[config.mk]
export PLATFORM = sky130hd
export DESIGN_NAME = sys_bus_ctrl
export DESIGN_NICKNAME = d
export VERILOG_FILES = /design/src/rtl/sys_bus_ctrl.sv
export SDC_FILE = /design/constraint.sdc
export NUM_CORES = 1
export LEC_CHECK = 0
export ABC_AREA = 1
export BUFFER_PORTS_ARGS = -buffer_cell sky130_fd_sc_hd__buf_4
export CORE_AREA = 2 2 187 189
export CTS_BUF_LIST = sky130_fd_sc_hd__clkbuf_8
export CTS_CLUSTER_SIZE = 10
export DETAILED_ROUTE_END_ITERATION = 6
export DIE_AREA = 0 0 189 191
export GPL_TIMING_DRIVEN = 0
export PLACE_DENSITY = 0.55
export SKIP_LAST_GASP = 1
export SLEW_MARGIN = 20
export SYNTH_ARGS = -nofsm -noshare
export SYNTH_HDL_FRONTEND = slang
export SYNTH_SLANG_ARGS = --single-unit
[constraint.sdc]
create_clock -name clk_i -period 3.3 [get_ports clk_i]
set_input_delay 0.33 -clock clk_i [delete_from_list [all_inputs] [get_ports clk_i]]
set_output_delay 0.33 -clock clk_i [all_outputs]
set_load 0.005 [all_outputs]
[src/rtl/sys_bus_ctrl.sv]
// System-bus controller: decodes the LSU address into a peripheral slot, issues a
// one-cycle slot request, waits for ready or timeout and returns a registered response.
module sys_bus_ctrl #(
    parameter int                 N_SLOTS   = 8,
    parameter logic [N_SLOTS-1:0] SLOT_MASK = 8'b1000_1001,
    parameter int                 TIMEOUT   = 15
) (
    input  logic                 clk_i,
    input  logic                 rst_i,
    input  logic                 m_req_i,
    input  logic                 m_we_i,
    input  logic [3:0]           m_be_i,
    input  logic [31:0]          m_addr_i,
    input  logic [31:0]          m_wd_i,
    output logic [31:0]          m_rd_o,
    output logic                 m_ready_o,
    output logic [N_SLOTS-1:0]   s_req_o,
    output logic                 s_we_o,
    output logic [3:0]           s_be_o,
    output logic [31:0]          s_addr_o,
    output logic [31:0]          s_wd_o,
    input  logic [N_SLOTS*32-1:0] s_rd_i,
    input  logic [N_SLOTS-1:0]   s_ready_i,
    output logic                 err_o,
    output logic [31:0]          err_addr_o
);

    localparam int              CW       = (TIMEOUT < 2) ? 1 : $clog2(TIMEOUT);
    localparam logic [CW-1:0]   CNT_LAST = CW'(TIMEOUT - 1);

    typedef enum logic [1:0] {IDLE, ISSUE, WAIT, DONE} state_t;

    state_t               state_q;
    logic [CW-1:0]        cnt_q;
    logic [N_SLOTS-1:0]   sel_oh_q;
    logic                 we_q;
    logic [3:0]           be_q;
    logic [31:0]          addr_q;
    logic [31:0]          wd_q;
    logic [N_SLOTS-1:0]   s_req_q;
    logic                 m_ready_q;
    logic [31:0]          m_rd_q;
    logic                 err_q;
    logic [31:0]          err_addr_q;

    logic [N_SLOTS-1:0]   dec_oh_d;
    logic                 mapped_d;
    logic                 ready_sel_d;
    logic [31:0]          rd_sel_d;

    // Slots at or beyond N_SLOTS decode to all-zero and therefore read as unmapped.
    always_comb begin
        dec_oh_d = '0;
        rd_sel_d = '0;
        for (int k = 0; k < N_SLOTS; k++) begin
            dec_oh_d[k] = (m_addr_i[31:24] == 8'(k));
            if (sel_oh_q[k]) rd_sel_d = s_rd_i[32*k +: 32];
        end
    end

    assign mapped_d    = |(dec_oh_d & SLOT_MASK);
    assign ready_sel_d = |(s_ready_i & sel_oh_q);

    always_ff @(posedge clk_i) begin
        if (rst_i) begin
            state_q    <= IDLE;
            cnt_q      <= '0;
            sel_oh_q   <= '0;
            we_q       <= 1'b0;
            be_q       <= '0;
            addr_q     <= '0;
            wd_q       <= '0;
            s_req_q    <= '0;
            m_ready_q  <= 1'b0;
            m_rd_q     <= '0;
            err_q      <= 1'b0;
            err_addr_q <= '0;
        end else begin
            // NOTE: pulse outputs default low here, so any assignment below lasts one cycle.
            s_req_q   <= '0;
            m_ready_q <= 1'b0;
            err_q     <= 1'b0;
            case (state_q)
                IDLE: begin
                    if (m_req_i) begin
                        we_q     <= m_we_i;
                        be_q     <= m_be_i;
                        addr_q   <= m_addr_i;
                        wd_q     <= m_wd_i;
                        sel_oh_q <= dec_oh_d & SLOT_MASK;
                        if (mapped_d) begin
                            state_q <= ISSUE;
                            s_req_q <= dec_oh_d;
                        end else begin
                            state_q    <= DONE;
                            m_ready_q  <= 1'b1;
                            m_rd_q     <= '0;
                            err_q      <= 1'b1;
                            err_addr_q <= m_addr_i;
                        end
                    end
                end
                ISSUE, WAIT: begin
                    // Ready is tested before the timeout so a last-cycle ready still returns data.
                    if (ready_sel_d) begin
                        state_q   <= DONE;
                        m_ready_q <= 1'b1;
                        m_rd_q    <= we_q ? 32'd0 : rd_sel_d;
                    end else if (state_q == WAIT && cnt_q == CNT_LAST) begin
                        state_q    <= DONE;
                        m_ready_q  <= 1'b1;
                        m_rd_q     <= '0;
                        err_q      <= 1'b1;
                        err_addr_q <= addr_q;
                    end else begin
                        state_q <= WAIT;
                        cnt_q   <= (state_q == ISSUE) ? '0 : cnt_q + 1'b1;
                    end
                end
                DONE: begin
                    state_q <= IDLE;
                    m_rd_q  <= '0;
                end
                default: state_q <= IDLE;
            endcase
        end
    end

    assign m_ready_o  = m_ready_q;
    assign m_rd_o     = m_rd_q;
    assign err_o      = err_q;
    assign err_addr_o = err_addr_q;
    assign s_req_o    = s_req_q;
    assign s_we_o     = we_q;
    assign s_be_o     = be_q;
    assign s_addr_o   = {8'd0, addr_q[23:0]};
    assign s_wd_o     = wd_q;

endmodule
==> results of run 1 <==
[flip-flops by register name, indices dropped and copies added (netlist names), 2 cells and up]
name        count
addr_q         32
err_addr_o     32
s_be_o          4
s_wd_o         32
m_rd_o         32
state_q         2
s_req_o         8
cnt_q           4
sel_oh_q        3
[metrics by stage]
stage	area (um2)	setup slack, ps	std cells	utilization
after global placement	10400	696	1828	0.304
final	10800	799	1863	0.316
after detailed placement	10400	659	1828	0.304
after CTS	10800	639	1861	0.316
after global routing	10800	478	1861	0.316
after floorplan	7510	1560	1068	-
[layout make-up]
| type | count | area (um2) | area share |
|---|---|---|---|
| multi-input combinational | 750 | 3520 | 0.327 |
| clock inverter | 15 | 166 | 0.0154 |
| buffer | 111 | 729 | 0.0677 |
| tap | 455 | 569 | 0.0528 |
| antenna | 2 | 5.00 | 0.000464 |
| timing repair buffer | 306 | 2300 | 0.213 |
| inverter | 55 | 209 | 0.0194 |
| clock buffer | 17 | 234 | 0.0217 |
| sequential | 152 | 3040 | 0.282 |
[synthesized netlist by cell type]
cell type and count:
nor2_2 5, buf_1 5, nor3b_2 1, nand2_4 1, nor2_1 148, conb_1 1
ha_1 7, nand3_4 1, dfxtp_1 152, buf_8 5, a211oi_1 1, inv_1 46
nand3_1 131, buf_12 1, o221ai_1 1, o22ai_1 2, nor3b_1 1, nand3_2 1
nor2_4 1, or2_2 1, nand2_2 5, inv_4 1, o21ai_0 40, clkbuf_1 31
nor3_1 1, inv_2 8, a21oi_1 115, buf_6 9, nand2_1 234, buf_4 39
buf_2 21, a21oi_2 40
[worst reg2reg max path: cells and delay by family, from the launching register on]
family,cells,cell delay [ps]
flip-flops,1,410
buffers and inverters,3,920
AO/OA/AOI/OAI,1,150
AND/OR/NAND/NOR,2,640
adder cells (fa/ha/maj),1,260
[placed cells by master, fill, tap and decap left out, drive strengths merged]
cell type	n
o21ai	40
nor3b	2
diode	2
clkinvlp	2
bufinv	2
nor2	154
nand2	240
inv	60
buf	385
a211oi	1
nor3	1
conb	13
o221ai	1
or2	1
clkinv	6
clkbuf	48
nand3	133
dlygate4sd3	1
dfxtp	152
o22ai	2
a21oi	155
ha	7
[metal layers]
metal	vias to the layer above	part of all wire	track usage	routed length [um]
li1	4048	-	-	-
met1	3603	0.44	0.202	13400
met2	313	0.45	0.276	13800
met3	23	0.098	0.0637	3010
met4	0	0.016	0.0499	507
met5	-	0	0	0
[path summary, 6_finish.rpt]
| check | to | slack, ps | startpoint | depth (start not counted) |
|---|---|---|---|---|
| max | addr_q[14] | 800 | state_q[0] | 7 |
| min | s_wd_o[0] | 50 | m_wd_i[0] | 3 |
| min reg2reg | s_wd_o[10] | 480 | s_wd_o[10] | 2 |
| max reg2reg | addr_q[14] | 800 | state_q[0] | 7 |
[cells by family after synthesis]
logic type,after synthesis
and+or+nand+nor,531
AOI/OAI and AO/OA,199
buffers and inverters,166
DFF,152
adders and majority gates,7
other,1
[repair_timing]
item                                   CTS  global route
hold buffers                             1             0
setup endpoints to repair                0             0
gates resized for setup                  0             0
setup buffers                            0             0
endpoints found under the hold margin    1             0
[power breakdown]
group / switching, mW / internal, mW / leakage (nW)
Sequential: 0.315 / 2.31 / 1.25
Combinational: 2.05 / 1.79 / 3.71
Clock: 0.827 / 0.689 / 0.199
==> impl_metrics.tcl, run 1 <==
set metrics [dict create \
    rows 68 \
    hpwl_um 23900 \
    drt_pass1_iterations 4 \
    wl_um 30800 \
    vias_per_cell 4.29 \
    synthSimpleGateAreaFrac 0.299 \
    power_leakage_nw 5.16 \
    hold_viol 0 \
    drtAntennaViolNets 0 \
    synth_fa_ha_area_frac 0.0117 \
    clk_pin_slew_ps 100 \
    max-slew-margin-rel 0.429 \
    syn_inst 1056 \
    synth_mux_area_frac 0 \
    grt_pass1_vias 8026 \
    cts.path.max_buffers 2 \
    syn-cell-area_mm2 0.00746 \
    hp-class "in2reg" \
    crit_path_end_kind "flip-flop" \
    max_stage_delay_ps 460 \
    initial_utilization 0.219 \
    die_y_um 191 \
    numCtsBuffers 17 \
    chipWidth_um 189 \
    synth_top_cell_area_share 0.408 \
    dieArea_mm2 0.0361 \
    p_per_area_mw_per_mm2 740 \
    place.gp.congestion 0.916 \
    grt_overflow 0 \
    drive_gt1_frac 0.339 \
    cts_root_buf "clkbuf_8" \
    synth_top_cell_by_area "dfxtp_1" \
    cp_num_buf_inv 3 \
    grt_usage 0.167 \
    yosysWarnings 0 \
    numPortBuffers 305 \
    min_period_ps 2500 \
    worstMarginPinSlew_ps 856 \
    fin_worst_skew_ps 14.6 \
    finalSetupViolCount 0 \
    min_period_over_period 0.758 \
    worstPathArrival_ps 2820 \
    clkSinkCount 152 \
    cp-start-kind "flip-flop" \
    area_delta_synth_final_pct 44.5 \
    core_area_mm2 0.0341 \
    clk_latency_ps 460 \
    yosysUniqueCellTypes 32 \
    synth_seq_cells 152 \
    synth_top_family_by_area "simple AND/OR/NAND/NOR gates" \
    p_total_mw 7.98 \
    cts_tree "done" \
    whs_ps 54.1 \
    avgSynthCellArea_um2 7.07 \
    maxCapViolCount 0 \
    crit_top_cell "inv_1" \
    slew_viol_final 0 \
    cp.required_ps 3620 \
    drc_errors 0 \
    fmax_ghz 0.400 \
    fill_cells 3711 \
    rsz0062_at_grt "no" \
    synth_xor_area_frac 0 \
    synth_compound_area_frac 0.155 \
    critPathTopFamily "buffers and inverters" \
    io_pins 479 \
    wire_per_inst_um 16.5 \
    vias 7987 \
    synth_area_leaders "dfxtp_1 (41%), nand2_1 (12%), nand3_1 (8.8%)" \
    slowest_stage "nand2_1" \
    yosysSeqAreaShare 0.408 \
    fin_nets 1736 \
    crit_chain "inv_1 -> ha_1 -> nand2_1 -> nor2_1 -> inv_1 -> clkbuf_1 -> o21ai_0" \
    irDropWorstVdd_mv 0.274 \
    drt-initial-drc-count 463 \
    status "finished clean" \
    antenna_found_initial 2 \
    fin_tns_setup_ps 0 \
    critPathKind "reg2reg" \
    path_max_fanout 10 \
    htreeDepth 4 \
    grt_pass1_wl_um 46000 \
    grt_max_degree 17 \
]
No activity file was read; power rests on OpenSTA's default activity.
==> inputs of run 2 (changes only) <==
Settings changed: CORE_AREA 2 2 187 189 to 2 2 184 186, DIE_AREA 0 0 189 191 to 0 0 186 188, PLACE_DENSITY 0.55 to 0.56.
Clock period 3.3 ns to 2.5 ns, I/O delays scaled along.
==> impl_metrics.tcl, run 2 (synthesis results as in run 1) <==
set metrics [dict create \
    status "finished clean" \
    hp-class "in2reg" \
    wl_um 30300 \
    maxCapViolCount 0 \
    setup_ws_ps 195 \
    dieArea_mm2 0.0350 \
    path_max_fanout 10 \
    vias_per_cell 4.33 \
    numCtsBuffers 17 \
    fin_tns_setup_ps 0 \
    finalSetupViolCount 0 \
    r2r_cells 8 \
    critPathKind "reg2reg" \
    drive_gt1_frac 0.332 \
    io_pins 479 \
    antenna_found_initial 1 \
    r2r_slack_ps 200 \
    r2r_start "sel_oh_q[3]" \
    cts_root_buf "clkbuf_8" \
    crit_path_end_kind "flip-flop" \
    worstMarginPinSlew_ps 984 \
    wire_per_inst_um 16.0 \
    drtAntennaViolNets 0 \
    die_y_um 188 \
    place.gp.congestion 0.821 \
    grt_usage 0.169 \
    rows 67 \
    numPortBuffers 305 \
    cts_tree "done" \
    grt_overflow 0 \
    cts.path.max_buffers 2 \
    layout_common_cells "buf_4 (344), nand2_1 (233), dfxtp_1 (152)" \
    hold_end "s_wd_o[7]" \
    area_delta_synth_final_pct 49.1 \
    fin_worst_skew_ps 17.8 \
    holdPathStages 3 \
    vias 8185 \
    power_leakage_nw 5.31 \
    core_area_mm2 0.0331 \
    slew_viol_final 0 \
    rsz0062_at_grt "no" \
    dr_wl_met2_um 13800 \
    post_cts_buffers 0 \
    drt-initial-drc-count 354 \
    chipWidth_um 186 \
    grt_pass1_wl_um 44600 \
    highest_layer "met4" \
    wl_met1_um 13000 \
    initial_utilization 0.225 \
    fin_nets 1770 \
    min_period_over_period 0.922 \
    fmax_ghz 0.434 \
    mostFrequentLayoutCell "buf_4" \
    cp.required_ps 2910 \
    hpwl_um 23300 \
    cp-start-kind "flip-flop" \
    clk_latency_ps 470 \
    worstPathArrival_ps 2720 \
    hold_viol 0 \
    clk_pin_slew_ps 100 \
    p_per_area_mw_per_mm2 949 \
    irDropWorstVdd_mv 0.413 \
    dp_slack_ps -78.4 \
    grt_pass1_vias 7893 \
    min_period_ps 2300 \
    wl_met3_um 3000 \
    drc_errors 0 \
    clkSinkCount 152 \
    htreeDepth 4 \
    grt_max_degree 17 \
    drt_pass1_iterations 5 \
    worstHoldStart "m_wd_i[7]" \
    max-slew-margin-rel 0.344 \
    r2r_end "m_rd_o[21]" \
]
-- run 2: cell count changes in the layout (fill, tap and decap cells not counted), sizes merged --
| cell | before | now |
|---|---|---|
| dlygate4sd3 | 1 | 35 |
| clkinv | 6 | 1 |
| inv | 60 | 63 |
| clkbuf | 48 | 49 |
| clkinvlp | 2 | 3 |
-- run 2: worst max path at each step --
| stage | startpoint | to | slack (ps) |
|---|---|---|---|
| floorplan | state_q[0] | m_rd_o[20] | 760 |
| global placement | state_q[0] | sel_oh_q[0] | -50 |
| detailed placement | state_q[0] | sel_oh_q[0] | -80 |
| CTS | state_q[0] | addr_q[27] | 130 |
| global route | state_q[0] | addr_q[20] | 40 |
| finish | sel_oh_q[3] | m_rd_o[21] | 200 |
-- run 2: routing by layer --
layer,vias up,global-route usage
met5,-,0
met1,3724,0.195
li1,4115,-
met2,323,0.287
met4,0,0.0451
met3,23,0.0682
-- run 2: worst max-delay path, stage by stage, from the launching register on --
cell	delay (ps)
dfxtp_1	340
buf_6	160
clkbuf_1	750
a21oi_1	310
a21oi_1	370
nand2_1	90
nand3_1	90
nand2_1	50
nor2_1	70
-- run 2: power breakdown --
part / total, mW / leakage (nW) / internal, mW / switching (mW)
Clock: 2.05 / 0.202 / 0.941 / 1.11
Combinational: 5.06 / 3.86 / 2.40 / 2.66
Sequential: 3.45 / 1.25 / 3.05 / 0.406
Total: 10.6 / 5.31 / 6.38 / 4.18
-- run 2: area by class of cell --
class	instances	area [um2]
diodes	2	5.00
multi-input cells	750	3530
clock buffers	18	248
clock inverters	14	161
plain buffers	111	731
flip-flops and latches	152	3040
well taps	448	561
inverters	55	209
fillers	3594	22000
repair buffers	340	2640
-- run 2: what timing repair did --
| action | 4_1_cts | 5_1_grt |
|---|---|---|
| pin swaps | 0 | 0 |
| hold endpoints to repair | 35 | 0 |
| hold buffers | 35 | 0 |
| setup endpoints to repair | 20 | 3 |
| gates resized for setup | 1 | 2 |
-- run 2: through the flow --
step / cells / instance area (um2) / util / power (mW) / hold WS, ps
2_1_floorplan: 1068 / 7510 / - / 6.58 / 319
3_3_place_gp: 1821 / 10400 / 0.313 / 8.53 / 437
3_5_place_dp: 1821 / 10400 / 0.313 / 8.59 / 442
4_1_cts: 1888 / 11100 / 0.336 / 10.7 / 5.83
5_1_grt: 1888 / 11100 / 0.336 / 11.5 / 2.29
6_report: 1890 / 11100 / 0.336 / 10.6 / 36.2
